==> src/rtl/instr_encode.sv <==
// instr_encode: packs decoded MIPS fields into 32-bit R/I/J words and writes
// them to instruction memory at an auto-incrementing word address.
// A 2-entry FIFO sits between field input and the acknowledged write port.
//
// Optional build macro: ENC_FIELD_CHECK_EN
//   defined   -> R bundles need opcode 0; a nonzero shamt is allowed only with
//                funct 0x00/0x02/0x03; J bundles need opcode 2 or 3.
//                Violating bundles are dropped and set err.
//   undefined -> only fmt=3 is illegal; all fields are packed verbatim.
//
// Ports:
//   clk, rst_n            clock (rising edge), async active-low reset
//   start, start_addr     load write pointer, flush FIFO, clear flags
//   in_valid, in_ready    field bundle handshake
//   fmt                   0=R, 1=I, 2=J, 3=reserved
//   opcode..addr          instruction fields
//   wr_en, wr_addr,
//   wr_data, wr_ack       memory write port, held until wr_ack
//   err                   sticky: illegal bundle dropped
//   wrap                  sticky: write pointer wrapped past all-ones
//   count                 words written since last start/reset (saturating)
module instr_encode #(
    parameter int unsigned ADDR_W = 8
) (
    input  logic              clk,
    input  logic              rst_n,
    input  logic              start,
    input  logic [ADDR_W-1:0] start_addr,
    input  logic              in_valid,
    output logic              in_ready,
    input  logic [1:0]        fmt,
    input  logic [5:0]        opcode,
    input  logic [5:0]        funct,
    input  logic [4:0]        rs,
    input  logic [4:0]        rt,
    input  logic [4:0]        rd,
    input  logic [4:0]        shamt,
    input  logic [15:0]       imm,
    input  logic [25:0]       addr,
    output logic              wr_en,
    output logic [ADDR_W-1:0] wr_addr,
    output logic [31:0]       wr_data,
    input  logic              wr_ack,
    output logic              err,
    output logic              wrap,
    output logic [ADDR_W:0]   count
);

    localparam int unsigned CNT_W = ADDR_W + 1;
    localparam logic [CNT_W-1:0] CNT_MAX = {1'b1, {ADDR_W{1'b0}}};

    typedef enum logic {
        IDLE  = 1'b0,
        WRITE = 1'b1
    } state_t;

    state_t            state_q, state_n;
    logic [31:0]       mem0_q, mem0_n;   // FIFO head, drives wr_data
    logic [31:0]       mem1_q, mem1_n;
    logic [1:0]        occ_q, occ_n;
    logic [ADDR_W-1:0] ptr_q, ptr_n;
    logic [CNT_W-1:0]  count_q, count_n;
    logic              err_q, err_n;
    logic              wrap_q, wrap_n;
    logic              wr_en_q, wr_en_n;
    logic              rdy_q, rdy_n;

    logic [31:0]       enc_word;
    logic              legal;
    logic              accept, push, drop, pop;

    // Field packing and legality of the offered bundle
    always_comb begin
        enc_word = '0;
        legal    = 1'b1;
        unique case (fmt)
            2'd0:    enc_word = {opcode, rs, rt, rd, shamt, funct};
            2'd1:    enc_word = {opcode, rs, rt, imm};
            2'd2:    enc_word = {opcode, addr};
            default: legal    = 1'b0;
        endcase
`ifdef ENC_FIELD_CHECK_EN
        if (fmt == 2'd0) begin
            if (opcode != 6'd0)
                legal = 1'b0;
            if ((shamt != 5'd0) && !(funct inside {6'h00, 6'h02, 6'h03}))
                legal = 1'b0;
        end
        if ((fmt == 2'd2) && (opcode != 6'd2) && (opcode != 6'd3))
            legal = 1'b0;
`endif
    end

    // in_ready already excludes start, so accept never coincides with start
    assign accept = in_valid & in_ready;
    assign push   = accept & legal;
    assign drop   = accept & ~legal;
    assign pop    = (state_q == WRITE) & wr_ack & ~start;

    // Next-state: FIFO, write FSM, pointer and flags
    always_comb begin
        state_n = state_q;
        mem0_n  = mem0_q;
        mem1_n  = mem1_q;
        occ_n   = occ_q;
        ptr_n   = ptr_q;
        count_n = count_q;
        err_n   = err_q;
        wrap_n  = wrap_q;

        // Shift FIFO: pop moves entry 1 to the head, push fills the first free slot
        if (pop) begin
            mem0_n = mem1_q;
            occ_n  = occ_q - 2'd1;
        end
        if (push) begin
            if (occ_n == 2'd0)
                mem0_n = enc_word;
            else
                mem1_n = enc_word;
            occ_n = occ_n + 2'd1;
        end

        if (pop) begin
            ptr_n = ptr_q + ADDR_W'(1);
            if (ptr_q == '1)
                wrap_n = 1'b1;
            if (count_q != CNT_MAX)
                count_n = count_q + CNT_W'(1);
        end
        if (drop)
            err_n = 1'b1;

        unique case (state_q)
            IDLE:    if (occ_q != 2'd0) state_n = WRITE;
            WRITE:   if (pop && (occ_n == 2'd0)) state_n = IDLE;
            default: state_n = IDLE;
        endcase

        if (start) begin
            state_n = IDLE;
            occ_n   = 2'd0;
            ptr_n   = start_addr;
            count_n = '0;
            err_n   = 1'b0;
            wrap_n  = 1'b0;
        end

        wr_en_n = (state_n == WRITE);
        rdy_n   = (occ_n != 2'd2);
    end

    // State and output registers
    always_ff @(posedge clk or negedge rst_n) begin
        if (!rst_n) begin
            state_q <= IDLE;
            mem0_q  <= '0;
            mem1_q  <= '0;
            occ_q   <= 2'd0;
            ptr_q   <= '0;
            count_q <= '0;
            err_q   <= 1'b0;
            wrap_q  <= 1'b0;
            wr_en_q <= 1'b0;
            rdy_q   <= 1'b0;
        end else begin
            state_q <= state_n;
            mem0_q  <= mem0_n;
            mem1_q  <= mem1_n;
            occ_q   <= occ_n;
            ptr_q   <= ptr_n;
            count_q <= count_n;
            err_q   <= err_n;
            wrap_q  <= wrap_n;
            wr_en_q <= wr_en_n;
            rdy_q   <= rdy_n;
        end
    end

    // start masks in_ready in its own cycle so no bundle slips in during a flush
    assign in_ready = rdy_q & ~start;
    assign wr_en    = wr_en_q;
    assign wr_addr  = ptr_q;
    assign wr_data  = mem0_q;
    assign err      = err_q;
    assign wrap     = wrap_q;
    assign count    = count_q;

endmodule

==> config.mk <==
export PLATFORM = sky130hd
export DESIGN_NAME = instr_encode
export DESIGN_NICKNAME = d
export VERILOG_FILES = /design/src/rtl/instr_encode.sv
export SDC_FILE = /design/constraint.sdc
export NUM_CORES = 1
export LEC_CHECK = 0
export BUFFER_PORTS_ARGS = -buffer_cell sky130_fd_sc_hd__buf_4
export CORE_ASPECT_RATIO = 1.2
export CORE_MARGIN = 2
export CORE_UTILIZATION = 50
export CTS_CLUSTER_DIAMETER = 50
export DETAILED_ROUTE_END_ITERATION = 8
export PLACE_DENSITY = 0.85
export SYNTH_ARGS = -nofsm -noshare
export SYNTH_HDL_FRONTEND = slang
export SYNTH_SLANG_ARGS = --single-unit
==> constraint.sdc <==
create_clock -name clk -period 2.6 [get_ports clk]
set_clock_uncertainty 0.15 [all_clocks]
set_input_delay 0.13 -clock clk [delete_from_list [all_inputs] [get_ports clk]]
set_output_delay 0.13 -clock clk [all_outputs]
set_load 0.005 [all_outputs]
==> reports/results.tsv <==
metric	value	unit
Antenna Cells	0	
total track usage	24.52	%
Clock Pin Slew Worst Setup and Hold Paths	80	ps
fillers	613	
largest cells by area after synthesis	dfrtp_1 49%, mux2_4 7.4%, mux2i_1 5.4%	
Worst Reg-to-Reg Cells	9	
final hold viol count	0	
worst slew pin tran	580.5	ps
WL final	11520	µm
status	finished, final reports clean	
total power	0.004636	W
Reg area	2177	µm²
Area Growth Syn to Fin	42.38	%
Tcrit/Tclk final	90.32	%
drt first pass iters	4	
Post-synth top cells	87 x dfrtp_1, 62 x nand2_1, 39 x o21ai_1	
htree depth	3	
synthesized area per cell	10.22	µm²
initial antenna violation count	0	
Via Count	3911	
worst vdd ir	0.0003991	V
CP peak stage delay	380	ps
routed len/inst	15.51	µm
fmax	425.8	MHz
Synth area leader	dfrtp_1	
hpwl dp	7531	µm
Synth Instances	434	
Post-DRT Antenna Nets	0	
CTS tree	built	
post-synthesis cell area	4434	µm²
setup ws final	251.7	ps
first-pass GRT wire length	19020	µm
clock sinks	87	
Async SR Flop Fraction	100.0	%
setup violators final	0	
Synth Flop Type	dfrtp_1	
Final TNS setup	0	ps
die area	9641	µm²
HP Class	in2reg	
nets	715	
P per Cell Area	734.2	nW/µm²
critical path arrival	2410	ps
CP Capture Type	flip-flop	
I/O pins	142	
synthesis-stage register bit count	87	
Final Max Tran Viols	0	
share of layout cells above drive strength 1	32.27	%
CTS root buffer	clkbuf_8	
max-cap viol count	0	
post-synth top area share	49.10	%
worst r2r dst	mem1_q[8]$_DFFE_PN0P_	
CP max-delay cell	dfrtp_1	
worst hold stages	3	
Initial Util	51.50	%
DRC viols	0	
DR iter-0 viols	239	
flop-to-flop setup slack	250	ps
CP Launch Type	flip-flop	
GP Congestion	0.8788	
Max transition margin	61.22	%
Worst R2R Start	occ_q[0]$_DFF_PN0_	
core area	8611	µm²
Setup CP Type	reg2reg	
top-count cell post-synth	dfrtp_1	
number of core rows	37	
largest net degree at the start of global routing	46	
vias in the first global route	4028	
drt via density	5.264	
syn nets	528	
sequential cell area fraction in the yosys report	49.10	%
Setup WS pre-CTS	201.3	ps
Worst Path Max Fanout	38	
CP cell instances	inv_1 > ha_1 > mux2i_4 > inv_1 > ha_1 > nand3b_2 > buf_6 > nand2_1 > o21ai_0	
unrepaired setup endpoints after global routing	false	
clk_lat worst skew	350	ps
Leakage	3.078	nW
CTS Buf Count	9	
IO Port Bufs	141	
Setup crit end	mem1_q[8]$_DFFE_PN0P_	
EDFF count, synth	0	
Die H	107.2	µm
GRT overflow	0	
CP startpoint	occ_q[0]$_DFF_PN0_	
Multi-input gate area	2071	µm²
HP Start	rs[4]	
DIE WIDTH	89.97	µm
Longest Clk Path Bufs	2	
Tmin final	2348	ps
worst endpoint required time	2660	ps
YS warnings	0	
synth unique cells	44	
-- state kept, by name, indices dropped and copies added, names as in the netlist --
| register | count |
|---|---|
| wr_addr | 8 |
| wr_data | 32 |
| wr_en | 1 |
| count | 9 |
| rdy_q | 1 |
| err | 1 |
| mem1_q | 32 |
| wrap | 1 |
| occ_q | 2 |
-- layout make-up --
cell class	count	area share (%)
repair buffers	203	26.85
multi-input cells	311	32.80
flip-flops and latches	87	34.48
clock buffers	11	2.081
well taps	117	2.319
inverters	9	0.5351
clock inverters	5	0.9314
-- stage by stage --
stage                     hold WS [ps]  utilization, %  std cells  instance area [µm²]
final                            17.41           73.32        743                 6314
after global routing             12.87           73.32        743                 6314
after CTS                        7.753           73.28        743                 6310
after detailed placement         13.99           65.02        675                 5599
after global placement           4.288           65.02        675                 5599
after floorplan                 -315.6               -        434                 4434
-- placed cells by master (no fill, tap or decap), types with 2 or more instances in the layout --
master / instances
mux2i_1: 24
mux2_1: 6
and3_1: 2
inv_1: 9
nand2_2: 2
clkbuf_8: 9
a31oi_1: 2
o21ai_1: 39
nor2_1: 38
nand2_1: 62
a21oi_1: 24
o21ai_0: 21
mux2_2: 4
clkinvlp_4: 2
ha_1: 5
clkbuf_1: 2
buf_12: 3
a22oi_1: 10
mux2_4: 22
xor2_1: 5
nand3b_1: 2
nor4_1: 2
xnor2_1: 9
nand4_1: 6
nand3_1: 5
buf_4: 147
dlygate4sd3_1: 52
dfrtp_1: 87
a41oi_1: 2
nor3_1: 3
nor2b_1: 2
-- metal layers --
layer  vias to the layer above  global-route usage, %  part of all wire [%]
met4                         0                  9.341                   2.1
met2                       115                  45.51                    53
met5                         -                      0                     0
met1                      1888                  28.78                    40
li1                       1888                      -                     -
met3                        20                  3.654                   4.2
-- worst min-delay path by stage --
stage / end / slack (ps)
4_1_cts: mem1_q[25]$_DFFE_PN0P_ / 8
5_1_grt: mem1_q[25]$_DFFE_PN0P_ / 10
6_report: mem1_q[25]$_DFFE_PN0P_ / 20
2_1_floorplan: count[0]$_DFFE_PN0P_ / -320
3_3_place_gp: count[8]$_DFFE_PN0P_ / 4
3_5_place_dp: wr_addr[0]$_DFFE_PN0P_ / 10
-- worst max-delay path, delay by kind of cell, from the launching register on --
kind            cells  cell delay, ps
compound gates      1              90
fa+ha+maj           2             540
buf+inv             3             420
flops               1             380
mux                 1             190
simple gates        2             430
-- cells by family (layout without fill, tap and decap cells) --
family	after synthesis	after routing	share of synthesized area, %
AO/OA/AOI/OAI	104	104	13.46
adder cells (fa/ha/maj)	5	5	1.411
flip-flops	87	87	49.10
multiplexers	57	57	15.91
XOR/XNOR	15	15	3.132
AND/OR/NAND/NOR	130	130	12.78
buffers and inverters	36	228	4.204
-- report_power, final --
part	internal [W]	switching [W]	leakage, nW	total, W
Clock	0.000445	0.000471	0.0895	0.000916
Combinational	0.000962	0.000644	1.88	0.00161
Sequential	0.00182	0.000293	1.10	0.00211
-- repair_timing --
item | 4_1_cts | 5_1_grt
resized for setup | 0 | 1
endpoints found under the setup margin | 0 | 1
hold buffers | 52 | 0
hold endpoints to repair | 112 | 0
buffers inserted | 0 | 0
(Power assumes the default switching activity.)
